==> config.mk <==
export PLATFORM = sky130hd
export DESIGN_NAME = soul_box_mover_flat
export DESIGN_NICKNAME = d
export VERILOG_FILES = /design/src/rtl/soul_box_mover_if.sv /design/src/rtl/soul_box_mover.sv /design/src/flat_wrapper.sv
export SDC_FILE = /design/constraint.sdc
export NUM_CORES = 1
export LEC_CHECK = 0
export CORE_ASPECT_RATIO = 1.1
export CORE_MARGIN = 2
export CORE_UTILIZATION = 40
export CTS_CLUSTER_SIZE = 28
export DETAILED_ROUTE_END_ITERATION = 7
export HOLD_SLACK_MARGIN = 0.1
export PLACE_DENSITY = 0.58
export SETUP_SLACK_MARGIN = 0.15
export SLEW_MARGIN = 10
export SYNTH_ARGS = -nofsm -noshare
export SYNTH_HDL_FRONTEND = slang
export SYNTH_SLANG_ARGS = --single-unit
==> constraint.sdc <==
create_clock -name clock -period 9.2 [get_ports clock]
set_input_delay 1.84 -clock clock [delete_from_list [all_inputs] [get_ports clock]]
set_output_delay 1.84 -clock clock [all_outputs]
set_load 0.1 [all_outputs]
==> src/rtl/soul_box_mover_if.sv <==
// Plot port toward the vga_adapter: one pixel write per cycle while plot is high.
// busy tells a future arbiter that this drawer owns the port.
interface soul_box_mover_if #(
   parameter int X_BITS = 8,
   parameter int Y_BITS = 7
);
   logic [X_BITS-1:0] x;
   logic [Y_BITS-1:0] y;
   logic [2:0]        colour;
   logic              plot;
   logic              busy;

   modport master (output x, y, colour, plot, busy);
   modport slave  (input  x, y, colour, plot, busy);
endinterface

==> src/rtl/soul_box_mover.sv <==
// Moves a solid SPRITE_W x SPRITE_H sprite inside a box: erase, step+clamp, redraw per tick.
// Latency: first erase plot 1 cycle after trigger, 2*W*H+1 cycles per move; no backpressure, busy flags ownership.
module soul_box_mover #(
   parameter int          X_BITS    = 8,
   parameter int          Y_BITS    = 7,
   parameter int          SPRITE_W  = 4,
   parameter int          SPRITE_H  = 4,
   parameter int          BOX_X0    = 40,
   parameter int          BOX_X1    = 119,
   parameter int          BOX_Y0    = 50,
   parameter int          BOX_Y1    = 109,
   parameter int          START_X   = 78,
   parameter int          START_Y   = 78,
   parameter int          STEP      = 1,
   parameter int          TICK_DIV  = 833333,
   parameter logic [2:0]  FG_COLOUR = 3'b100,
   parameter logic [2:0]  BG_COLOUR = 3'b000
) (
   input  logic               clock,
   input  logic               reset,
   input  logic               enable,
   input  logic [3:0]         controlkey,
   soul_box_mover_if.master   plot_bus,
   output logic [X_BITS-1:0]  pos_x,
   output logic [Y_BITS-1:0]  pos_y
);
   localparam int TW = (TICK_DIV > 1) ? $clog2(TICK_DIV) : 1;

   localparam logic signed [X_BITS:0] XMIN  = (X_BITS+1)'(BOX_X0);
   localparam logic signed [X_BITS:0] XMAX  = (X_BITS+1)'(BOX_X1 - SPRITE_W + 1);
   localparam logic signed [X_BITS:0] XSTEP = (X_BITS+1)'(STEP);
   localparam logic signed [Y_BITS:0] YMIN  = (Y_BITS+1)'(BOX_Y0);
   localparam logic signed [Y_BITS:0] YMAX  = (Y_BITS+1)'(BOX_Y1 - SPRITE_H + 1);
   localparam logic signed [Y_BITS:0] YSTEP = (Y_BITS+1)'(STEP);

   typedef enum logic [2:0] {S_INIT, S_IDLE, S_ERASE, S_UPDATE, S_DRAW} state_t;

   state_t            r_state;
   logic [TW-1:0]     r_tick_cnt;
   logic              r_pending;
   logic [3:0]        r_cx;
   logic [3:0]        r_cy;
   logic [X_BITS-1:0] r_pos_x;
   logic [Y_BITS-1:0] r_pos_y;
   logic [X_BITS-1:0] r_x;
   logic [Y_BITS-1:0] r_y;
   logic [2:0]        r_colour;
   logic              r_plot;
   logic              r_busy;

   logic                     w_tick_wrap;
   logic                     w_tick;
   logic                     w_right, w_down, w_up, w_left, w_any_key;
   logic                     w_last_col, w_last_row;
   logic signed [X_BITS:0]   w_dx, w_nx;
   logic signed [Y_BITS:0]   w_dy, w_ny;
   logic [X_BITS-1:0]        w_new_x;
   logic [Y_BITS-1:0]        w_new_y;

   assign w_tick_wrap = (r_tick_cnt == TW'(TICK_DIV - 1));
   assign w_tick      = enable && w_tick_wrap;

   assign w_right   = ~controlkey[0];
   assign w_down    = ~controlkey[1];
   assign w_up      = ~controlkey[2];
   assign w_left    = ~controlkey[3];
   assign w_any_key = (controlkey != 4'b1111);

   assign w_last_col = (r_cx == 4'(SPRITE_W - 1));
   assign w_last_row = (r_cy == 4'(SPRITE_H - 1));

   // One extra sign bit so a step left/up from a small coordinate clamps instead of wrapping.
   always_comb begin
      w_dx = '0;
      w_dy = '0;
      if (w_right && !w_left)      w_dx = XSTEP;
      else if (w_left && !w_right) w_dx = -XSTEP;
      if (w_down && !w_up)         w_dy = YSTEP;
      else if (w_up && !w_down)    w_dy = -YSTEP;
      w_nx = $signed({1'b0, r_pos_x}) + w_dx;
      w_ny = $signed({1'b0, r_pos_y}) + w_dy;
      w_new_x = w_nx[X_BITS-1:0];
      w_new_y = w_ny[Y_BITS-1:0];
      if (w_nx < XMIN)      w_new_x = XMIN[X_BITS-1:0];
      else if (w_nx > XMAX) w_new_x = XMAX[X_BITS-1:0];
      if (w_ny < YMIN)      w_new_y = YMIN[Y_BITS-1:0];
      else if (w_ny > YMAX) w_new_y = YMAX[Y_BITS-1:0];
   end

   always_ff @(posedge clock) begin
      if (reset || w_tick_wrap) r_tick_cnt <= '0;
      else                      r_tick_cnt <= r_tick_cnt + TW'(1);
   end

   always_ff @(posedge clock) begin
      if (reset) begin
         r_state   <= S_INIT;
         r_pending <= 1'b0;
         r_cx      <= '0;
         r_cy      <= '0;
         r_pos_x   <= X_BITS'(START_X);
         r_pos_y   <= Y_BITS'(START_Y);
         r_x       <= '0;
         r_y       <= '0;
         r_colour  <= BG_COLOUR;
         r_plot    <= 1'b0;
         r_busy    <= 1'b1;
      end else begin
         case (r_state)
            S_INIT, S_ERASE, S_DRAW: begin
               r_plot   <= 1'b1;
               r_x      <= r_pos_x + X_BITS'(r_cx);
               r_y      <= r_pos_y + Y_BITS'(r_cy);
               r_colour <= (r_state == S_ERASE) ? BG_COLOUR : FG_COLOUR;
               if (w_tick) r_pending <= 1'b1;
               if (w_last_col) begin
                  r_cx <= '0;
                  if (w_last_row) begin
                     r_cy    <= '0;
                     r_state <= (r_state == S_ERASE) ? S_UPDATE : S_IDLE;
                  end else begin
                     r_cy <= r_cy + 4'd1;
                  end
               end else begin
                  r_cx <= r_cx + 4'd1;
               end
            end
            S_UPDATE: begin
               r_plot  <= 1'b0;
               r_pos_x <= w_new_x;
               r_pos_y <= w_new_y;
               r_state <= S_DRAW;
               if (w_tick) r_pending <= 1'b1;
            end
            S_IDLE: begin
               r_plot <= 1'b0;
               // busy drops one cycle after the last draw plot so it covers every write.
               if ((w_tick || r_pending) && w_any_key) begin
                  r_state   <= S_ERASE;
                  r_pending <= 1'b0;
                  r_busy    <= 1'b1;
               end else begin
                  r_busy <= 1'b0;
               end
            end
            default: r_state <= S_IDLE;
         endcase
      end
   end

   assign plot_bus.x      = r_x;
   assign plot_bus.y      = r_y;
   assign plot_bus.colour = r_colour;
   assign plot_bus.plot   = r_plot;
   assign plot_bus.busy   = r_busy;
   assign pos_x           = r_pos_x;
   assign pos_y           = r_pos_y;
endmodule

==> src/flat_wrapper.sv <==
// flat-port wrapper written by rule: the top's interface ports become plain ports
module soul_box_mover_flat 
#(
   parameter int          X_BITS    = 8,
   parameter int          Y_BITS    = 7,
   parameter int          SPRITE_W  = 4,
   parameter int          SPRITE_H  = 4,
   parameter int          BOX_X0    = 40,
   parameter int          BOX_X1    = 119,
   parameter int          BOX_Y0    = 50,
   parameter int          BOX_Y1    = 109,
   parameter int          START_X   = 78,
   parameter int          START_Y   = 78,
   parameter int          STEP      = 1,
   parameter int          TICK_DIV  = 833333,
   parameter logic [2:0]  FG_COLOUR = 3'b100,
   parameter logic [2:0]  BG_COLOUR = 3'b000
)
  (clock, reset, enable, controlkey, pos_x, pos_y, plot_bus_x, plot_bus_y, plot_bus_colour, plot_bus_plot, plot_bus_busy);
  soul_box_mover_if #(.X_BITS(X_BITS), .Y_BITS(Y_BITS)) plot_bus_i ();
  input  logic clock;
  input  logic reset;
  input  logic enable;
  input  logic [3:0] controlkey;
  output logic [X_BITS-1:0] pos_x;
  output logic [Y_BITS-1:0] pos_y;
  output wire logic [$bits(plot_bus_i.x)-1:0] plot_bus_x;
  output wire logic [$bits(plot_bus_i.y)-1:0] plot_bus_y;
  output wire logic [$bits(plot_bus_i.colour)-1:0] plot_bus_colour;
  output wire logic [$bits(plot_bus_i.plot)-1:0] plot_bus_plot;
  output wire logic [$bits(plot_bus_i.busy)-1:0] plot_bus_busy;
  assign plot_bus_x = plot_bus_i.x;
  assign plot_bus_y = plot_bus_i.y;
  assign plot_bus_colour = plot_bus_i.colour;
  assign plot_bus_plot = plot_bus_i.plot;
  assign plot_bus_busy = plot_bus_i.busy;
  soul_box_mover #(.X_BITS(X_BITS), .Y_BITS(Y_BITS), .SPRITE_W(SPRITE_W), .SPRITE_H(SPRITE_H), .BOX_X0(BOX_X0), .BOX_X1(BOX_X1), .BOX_Y0(BOX_Y0), .BOX_Y1(BOX_Y1), .START_X(START_X), .START_Y(START_Y), .STEP(STEP), .TICK_DIV(TICK_DIV), .FG_COLOUR(FG_COLOUR), .BG_COLOUR(BG_COLOUR)) u_core (.clock(clock), .reset(reset), .enable(enable), .controlkey(controlkey), .plot_bus(plot_bus_i), .pos_x(pos_x), .pos_y(pos_y));
endmodule
==> impl_metrics.yaml, run 1 <==
sta:
  tns_ns: 0
  hold_viol_final: 0
  whs_ns: 0.451
  finalCritPeriodShare_pct: 53.3
  worst_pin_slew_ns: 1.01
  rsz0062_at_grt: "false"
  slew_headroom_pct: 32.7
  drv_slew: 0
  finalSetupViolCount: 0
  finClkSkew_ns: 0.00607
  max_freq_mhz: 204
  post-route-min-period_ns: 4.90
worst_setup_path:
  slowest_delay_ns: 0.76
  arrival_ns: 5.17
  cp.required_ns: 9.47
  cp_common_cell: "ha_1"
  worst_path_max_delay_cell: "ha_1"
  cp_top_family: "adder cells"
  path_cells: "clkdlybuf4s50_1, ha_1, xor2_1, ha_1, o22ai_1, nor4_2, and4_1, nor3_2, xnor2_1, o31ai_4, o32a_1"
  end_kind: "flop"
  crit_type: "in -> reg"
  crit_buf_inv: 1
  path_max_fanout: 26
  cp-start-kind: "input port"
floorplanning:
  coreArea_sq_mm: 0.0103
  pin_count: 42
  die_x_um: 102
  initial_utilization_pct: 40.7
  rows: 39
  die_y_um: 111
  die_area_sq_mm: 0.0113
route:
  wl_per_cell_um: 14.3
  top_layer: "met4"
  wl_met3_um: 266
  drc: 0
  vias_per_cell: 5.35
  drt-total-wl_um: 9830
  firstDrtPassIters: 4
  wl_met2_um: 4640
  vias: 3681
  drtAntennaViolNets: 0
  drtIter0Drc: 133
  wl_met1_um: 4700
global_routing:
  grt_pass1_vias: 3469
  gr-total-overflow: 0
  grt_usage_pct: 18.3
  grt_pass1_wl_um: 16700
  antenna_found_initial: 0
  grt_max_degree: 49
logic_synthesis:
  synth_cell_type_count: 70
  synthTopCellsByArea: "dfxtp_1 (31%), ha_1 (6.0%), a21oi_1 (5.4%)"
  yosys_warnings: 0
  synth.area.mux_share_pct: 0.508
  synthCells: 523
  synthAdderAreaFrac_pct: 6.93
  synth_top_area_share_pct: 31.1
  synth_area_leader_cell: "dfxtp_1"
  yosysMostFrequentCell: "dfxtp_1"
  ys_seq_area_share_pct: 31.1
  yosys-top-cells-count: "dfxtp_1 (65), nand2_1 (54), nor2_1 (53)"
  synth_simple_gate_area_share_pct: 26.3
  synth_edf_count: 0
  yosys_most_used_dff: "dfxtp_1"
  synth_compound_area_share_pct: 20.2
  synth_top_family_by_area: "simple AND/OR/NAND/NOR gates"
  avgSynthCellArea_sq_um: 8.01
  ys_seq_elements: 65
  synthArstFlopShare_pct: 0
  synth-xor-area-share_pct: 9.20
  synthesis.area_sq_mm: 0.00419
final_layout:
  drive_gt1_share_pct: 6.06
  syn_to_final_growth_pct: 16.9
  final-seq-area_sq_mm: 0.00130
  diodes: 0
  fill_cells: 1009
  multi_input_area_sq_mm: 0.00266
  fin_nets: 569
power:
  switchingPower_uw: 202
  ir_drop_v: 0.0000676
  switching_share_pct: 27.3
  p_seq_share_pct: 39.6
  p_leak_nw: 1.82
  clock_power_share_pct: 46.0
  combPwrFrac_pct: 14.4
  p_int_uw: 539
  p_per_area_mw_per_mm2: 151
clock_network:
  ctsHoldBuffers: 0
  clockRootBuffer: "clkbuf_16"
  cts-buffers-inserted: 9
  htreeDepth: 3
  cts.path.max_buffers: 2
  cts_resized: 0
  cts_tree: "built"
  clock_sinks: 65
  cts_setup_buffers: 0
  clock_latency_ns: 0.33
  path_clk_slew_ns: 0.05
place:
  port_buffers: 39
  finalWeightedCongestion: 0.817
  place_hpwl_um: 7140
job:
  maxCapViolCount: 0
status:
  status: "finished, final reports clean"
min_path:
  hold_class: "reg -> reg"
layout by cell type, fill, tap and decap left out, types with 3 or more instances in the layout:
master and instances:
a211oi_1 8, inv_1 16, or2_2 3, a21o_1 3, nand2b_1 7, a21oi_1 44
o31ai_1 5, and3_1 5, ha_1 20, nor2_1 53, nand4b_1 4, nor3_1 15
a31oi_1 4, dfxtp_1 65, nand4_1 3, xor2_1 22, nor3b_1 6, xnor2_1 22
nor2b_1 11, o21ai_1 7, nand3b_1 3, o21a_1 5, or3_1 6, nor4_1 4
o21ai_0 20, clkdlybuf4s50_1 38, clkbuf_16 9, and2_1 4, nand3_1 16, o221ai_1 3
nand2_1 54
through the flow:
stage	utilization, %	cells	setup slack (ns)	total power [mW]	cell area, sq um
2_1_floorplan	-	524	4.78	0.385	4190
3_3_place_gp	44.6	672	4.14	0.406	4590
3_5_place_dp	44.6	672	3.95	0.407	4590
4_1_cts	47.6	688	4.32	0.752	4900
5_1_grt	47.6	688	4.02	0.771	4900
6_report	47.6	688	4.30	0.742	4900
power groups by stage:
| stage | Clock [mW] | Sequential (mW) | Combinational [mW] |
|---|---|---|---|
| CTS | 0.351 | 0.294 | 0.107 |
| finish | 0.341 | 0.294 | 0.107 |
| global placement | 0 | 0.300 | 0.106 |
| global route | 0.360 | 0.295 | 0.116 |
| detailed placement | 0 | 0.300 | 0.107 |
| floorplan | 0 | 0.330 | 0.0554 |
registers in the layout, indices dropped and copies added, names as in the netlist:
signal / count
u_core.plot_bus.busy: 1
u_core.plot_bus.colour: 1
u_core.plot_bus.plot: 1
u_core.plot_bus.x: 8
u_core.plot_bus.y: 7
u_core.pos_x: 8
u_core.pos_y: 7
u_core.r_cx: 4
u_core.r_cy: 4
u_core.r_pending: 1
u_core.r_state: 3
u_core.r_tick_cnt: 20
layer usage:
layer | GRT usage, % | up-vias
met2 | 28.6 | 51
met5 | 0 | -
li1 | - | 1885
met4 | 9.28 | 0
met3 | 2.64 | 15
met1 | 24.2 | 1730
worst reg2reg max path: stages, from the launching register on:
cell	delay (ns)
dfxtp_1	0.63
xor2_1	0.20
ha_1	0.29
o22ai_1	0.17
nor4_2	0.32
and4_1	0.26
nor3_2	0.05
xnor2_1	0.18
o31ai_4	0.37
o32a_1	0.21
final timing paths:
path | startpoint | slack (ns) | cells past startpoint | endpoint
worst max register to register | u_core.pos_x[1] | 6.47 | 9 | u_core.pos_x[3]
worst max-delay path | controlkey[0] | 4.30 | 11 | u_core.pos_x[3]
worst min register to register | u_core.plot_bus.y[2] | 0.45 | 2 | u_core.plot_bus.y[2]
worst min-delay path | u_core.plot_bus.y[2] | 0.45 | 2 | u_core.plot_bus.y[2]
logic make-up after synthesis:
kind of cell,count (synthesis)
mux,2
simple gates,209
xor+xnor,44
compound gates,129
other cells,1
fa+ha+maj,22
flops,65
buf+inv,51
final cells by class:
class                   instances  area share [%]
well taps                     143            3.65
multi-input cells             408            54.3
inverters                      16            1.23
repair buffers                 40            8.02
clock inverters                 6            1.38
flip-flops and latches         65            26.6
clock buffers                  10            4.88
No activity file was read; power rests on OpenSTA's default activity.
==> run 2, diff against run 1 <==
--- a/config.mk
+++ b/config.mk
@@ -11,7 +11,7 @@
 export CTS_CLUSTER_SIZE = 28
 export DETAILED_ROUTE_END_ITERATION = 7
 export HOLD_SLACK_MARGIN = 0.1
-export PLACE_DENSITY = 0.58
+export PLACE_DENSITY = 0.61
 export SETUP_SLACK_MARGIN = 0.15
 export SLEW_MARGIN = 10
 export SYNTH_ARGS = -nofsm -noshare
==> constraint.sdc (replaced) <==
create_clock -name clock -period 4.2 [get_ports clock]
set_input_delay 0.84 -clock clock [delete_from_list [all_inputs] [get_ports clock]]
set_output_delay 0.84 -clock clock [all_outputs]
set_load 0.1 [all_outputs]
==> run 2 against run 1 <==
Net effect:
- flip-flop and latch count is the same
- global-route usage shrank 0.21 points
- register-to-register slack lost 5.0 ns
- clock skew grew 0.00074 ns
- clock power grew 130%
- cell area grew 0.87%
- sequential share of layout area shrank 0.23 points
- via count grew 0.92%
- first-iteration DRC count shrank 7.5%
- non-clock buffer count grew 4
- clock-buffer cell count is the same
==> impl_metrics.yaml, run 2 (synthesized netlist as in run 1, its figures left out) <==
worst_setup_path:
  cp_common_cell: "ha_1"
  crit_type: "in -> reg"
  path_max_fanout: 6
  cp.required_ns: 4.47
  cp-start-kind: "input port"
  worst_path_max_delay_cell: "clkdlybuf4s50_1"
  end_kind: "flop"
  arrival_ns: 3.87
  cp_top_family: "adder cells"
  crit_buf_inv: 3
  slowest_delay_ns: 0.45
  path_cells: "clkdlybuf4s50_1, inv_1, ha_1, inv_1, ha_1, ha_1, o22ai_1, nor4_2, and4_1, nor3_2, xnor2_1, o31ai_4, o32a_1"
route:
  drtIter0Drc: 123
  drc: 0
  wl_per_cell_um: 14.3
  drt-total-wl_um: 9870
  vias: 3715
  drtAntennaViolNets: 0
  firstDrtPassIters: 5
  vias_per_cell: 5.37
final_layout:
  top_register: "u_core.r_tick_cnt"
  final_cell_area_sq_mm: 0.00494
  final_util_pct: 48.0
  final_cell_mix: "dfxtp_1 (65), nand2_1 (54), nor2_1 (53), a21oi_1 (44), clkdlybuf4s50_1 (38)"
  final-seq-area_sq_mm: 0.00130
  fin_cells: 692
  fin_nets: 573
  largest_reg_flops: 20
  final_common_cell: "dfxtp_1"
  drive_gt1_share_pct: 6.56
  fill_cells: 1029
  multi_input_area_sq_mm: 0.00266
  syn_to_final_growth_pct: 17.9
  diodes: 0
global_routing:
  gr-total-overflow: 0
  antenna_found_initial: 0
  grt_pass1_wl_um: 16600
  grt_usage_pct: 18.1
  grt_max_degree: 49
  grt_pass1_vias: 3472
sta:
  whs_ns: 0.453
  hold_viol_final: 0
  post-route-min-period_ns: 3.60
  tns_ns: 0
  drv_slew: 0
  slew_headroom_pct: 34.3
  finalCritPeriodShare_pct: 85.7
  max_freq_mhz: 278
  rsz0062_at_grt: "false"
  worst_pin_slew_ns: 0.982
  finalSetupViolCount: 0
  fin_ws_ns: 0.599
  finClkSkew_ns: 0.00682
clock_network:
  cts_resized: 0
  path_clk_slew_ns: 0.05
  cts_setup_buffers: 0
  clock_latency_ns: 0.33
  cts_tree: "built"
  cts-buffers-inserted: 9
  cts.path.max_buffers: 2
  ctsHoldBuffers: 0
  htreeDepth: 3
  clockRootBuffer: "clkbuf_16"
  clock_sinks: 65
power:
  p_leak_nw: 1.85
  ir_drop_v: 0.000148
  power_mw: 1.68
  p_per_area_mw_per_mm2: 340
floorplanning:
  initial_utilization_pct: 40.7
  coreArea_sq_mm: 0.0103
  die_x_um: 102
  pin_count: 42
  die_area_sq_mm: 0.0113
  rows: 39
  die_y_um: 111
place:
  finalWeightedCongestion: 0.880
  place_hpwl_um: 6910
  placed_area_sq_mm: 0.00462
  place_inst: 676
  place_ws_ns: 0.286
  port_buffers: 39
job:
  maxCapViolCount: 0
min_path:
  hold_class: "reg -> reg"
status:
  status: "finished, final reports clean"
-- run 2: cell types whose count changed in the layout (fill, tap and decap cells not counted) --
cell	change
buf_4	+4
bufinv_16	+1
clkbuf_1	+1
clkbuf_8	-1
clkinv_4	-1
clkinvlp_4	-1
inv_6	+1
-- run 2: per-layer routing --
layer / track usage, % / vias up / part of all wire, %
met4: 6.04 / 0 / 1.8
met5: 0 / - / 0
met1: 24.8 / 1731 / 47
met2: 28.1 / 78 / 48
li1: - / 1895 / -
met3: 3.70 / 11 / 3.6
-- run 2: final timing paths --
check	startpoint	end	slack (ns)	cells past startpoint
worst min register to register	u_core.plot_bus.y[3]	u_core.plot_bus.y[3]	0.45	2
worst max-delay path	controlkey[3]	u_core.pos_x[3]	0.60	13
worst min-delay path	u_core.plot_bus.y[3]	u_core.plot_bus.y[3]	0.45	2
worst max register to register	u_core.pos_x[1]	u_core.pos_x[3]	1.45	9
-- run 2: power breakdown --
group / total, mW / internal (mW) / switching [mW]
combinational: 0.236 / 0.0750 / 0.161
clock: 0.800 / 0.521 / 0.278
sequential: 0.644 / 0.632 / 0.0120
total: 1.68 / 1.23 / 0.451
-- run 2: layout make-up --
class	instances	area share, %
clock buffers	10	4.64
repair buffers	44	8.56
well taps	143	3.62
flip-flops and latches	65	26.3
clock inverters	6	1.82
multi-input cells	408	53.8
inverters	16	1.22
-- run 2: worst reg2reg max path: stages (launching register included) --
cell     delay, ns
dfxtp_1       0.64
xor2_1        0.21
ha_1          0.31
o22ai_1       0.17
nor4_2        0.29
and4_1        0.26
nor3_2        0.05
xnor2_1       0.19
o31ai_4       0.37
o32a_1        0.21
==> run 3, diff against run 2 <==
--- a/config.mk
+++ b/config.mk
@@ -11,6 +11,7 @@
 export CTS_CLUSTER_SIZE = 28
 export DETAILED_ROUTE_END_ITERATION = 7
 export HOLD_SLACK_MARGIN = 0.1
+export MAX_ROUTING_LAYER = met4
 export PLACE_DENSITY = 0.61
 export SETUP_SLACK_MARGIN = 0.15
 export SLEW_MARGIN = 10
==> run 3 against run 2 <==
Net effect:
- die area did not move
- clock skew shrank 0.00051 ns
- critical path depth unchanged
- clock-buffer cell count unchanged
- utilization unchanged
- critical path type unchanged
- highest routed layer unchanged
==> impl_metrics.yaml, run 3 (synthesized netlist as in run 1, its figures left out) <==
clock_network:
  cts_tree: "built"
  cts_resized: 0
  path_clk_slew_ns: 0.05
  cts-buffers-inserted: 9
  clock_sinks: 65
  cts_setup_buffers: 0
  cts.path.max_buffers: 2
  ctsHoldBuffers: 0
  htreeDepth: 3
  clock_latency_ns: 0.33
  clockRootBuffer: "clkbuf_16"
final_layout:
  syn_to_final_growth_pct: 17.9
  final_common_cell: "dfxtp_1"
  final_cell_mix: "dfxtp_1 (65), nand2_1 (54), nor2_1 (53), a21oi_1 (44), clkdlybuf4s50_1 (38)"
  diodes: 0
  fin_nets: 573
  final_util_pct: 48.0
  top_register: "u_core.r_tick_cnt"
  drive_gt1_share_pct: 6.56
  fill_cells: 1029
  largest_reg_flops: 20
global_routing:
  busiest_layer: "met2"
  grt_util_met3_pct: 3.26
  grt_usage_pct: 18.5
  grt_pass1_wl_um: 16600
  antenna_found_initial: 0
  use_met2_pct: 28.2
  grt_use_met1_pct: 24.8
  gr-total-overflow: 0
  grt_max_degree: 49
  grt_pass1_vias: 3467
sta:
  drv_slew: 0
  finalCritPeriodShare_pct: 85.9
  rsz0062_at_grt: "false"
  finalSetupViolCount: 0
  fin_ws_ns: 0.592
  worst_pin_slew_ns: 0.982
  slew_headroom_pct: 34.3
  tns_ns: 0
  finClkSkew_ns: 0.00631
  hold_viol_final: 0
  max_freq_mhz: 277
  post-route-min-period_ns: 3.61
route:
  wl_per_cell_um: 14.2
  vias: 3711
  firstDrtPassIters: 4
  drtAntennaViolNets: 0
  drtIter0Drc: 125
  drt-total-wl_um: 9860
  drc: 0
  vias_per_cell: 5.36
floorplanning:
  rows: 39
  die_y_um: 111
  die_x_um: 102
  pin_count: 42
  die_area_sq_mm: 0.0113
  coreArea_sq_mm: 0.0103
  initial_utilization_pct: 40.7
worst_setup_path:
  startpoint: "controlkey[3]"
  reg2regPathDepth: 9
  endpoint: "u_core.pos_x[3]"
  crit_type: "in -> reg"
  end_kind: "flop"
  path_max_fanout: 6
  r2r_setup_slack_ns: 1.46
  cp.required_ns: 4.47
  arrival_ns: 3.88
  worstReg2RegEnd: "u_core.pos_x[3]"
  cp-start-kind: "input port"
  r2r-start: "u_core.pos_x[1]"
min_path:
  hold_class: "reg -> reg"
power:
  p_leak_nw: 1.85
  p_per_area_mw_per_mm2: 340
  ir_drop_v: 0.000148
place:
  finalWeightedCongestion: 0.895
  port_buffers: 39
  place_ws_ns: 0.286
  place_hpwl_um: 6910
status:
  status: "finished, final reports clean"
job:
  maxCapViolCount: 0
-- run 3: cell counts in the layout (fill, tap and decap cells not counted) --
Identical to the previous run, type by type.
-- run 3: worst min-delay path by stage --
stage / startpoint / to / slack, ns / depth (start not counted)
2_1_floorplan: u_core.r_tick_cnt[0] / u_core.r_tick_cnt[0] / 0.43 / 1
3_3_place_gp: u_core.plot_bus.y[3] / u_core.plot_bus.y[3] / 0.44 / 2
3_5_place_dp: u_core.plot_bus.y[3] / u_core.plot_bus.y[3] / 0.45 / 2
5_1_grt: u_core.plot_bus.y[4] / u_core.plot_bus.y[4] / 0.48 / 2
4_1_cts: u_core.plot_bus.y[3] / u_core.plot_bus.y[3] / 0.45 / 2
6_report: u_core.plot_bus.y[3] / u_core.plot_bus.y[3] / 0.45 / 2
-- run 3: critical path, stage by stage --
cell and delay (ns):
clkdlybuf4s50_1 0.45, inv_1 0.07, ha_1 0.28, inv_1 0.09, ha_1 0.27, ha_1 0.33
o22ai_1 0.17, nor4_2 0.29, and4_1 0.26, nor3_2 0.05, xnor2_1 0.19, o31ai_4 0.37
o32a_1 0.21
-- run 3: power by group --
group | internal, mW | leakage [nW] | switching (mW) | total, mW
logic | 0.0750 | 1.16 | 0.161 | 0.236
registers | 0.632 | 0.529 | 0.0119 | 0.644
clock network | 0.521 | 0.153 | 0.276 | 0.798
-- run 3: area by class of cell --
cell class,count,area (sq um),share of cell area [%]
repair buffers,44,423,8.56
multi-input cells,408,2660,53.8
well taps,143,179,3.62
clock buffers,10,229,4.64
flip-flops and latches,65,1300,26.3
clock inverters,6,90.1,1.82
inverters,16,60.1,1.22
-- run 3: stage by stage --
| stage | hold slack, ns | power, mW | std cells | area [sq um] |
|---|---|---|---|---|
| floorplan | 0.426 | 0.843 | 524 | 4190 |
| global placement | 0.444 | 0.891 | 676 | 4620 |
| detailed placement | 0.445 | 0.893 | 676 | 4620 |
| CTS | 0.453 | 1.70 | 692 | 4940 |
| global route | 0.480 | 1.74 | 692 | 4940 |
| finish | 0.452 | 1.68 | 692 | 4940 |
-- run 3: layer usage --
metal | vias to the layer above | routed length (um)
li1 | 1894 | -
met1 | 1743 | 4740
met2 | 60 | 4700
met3 | 14 | 267
met4 | 0 | 155
met5 | - | 0
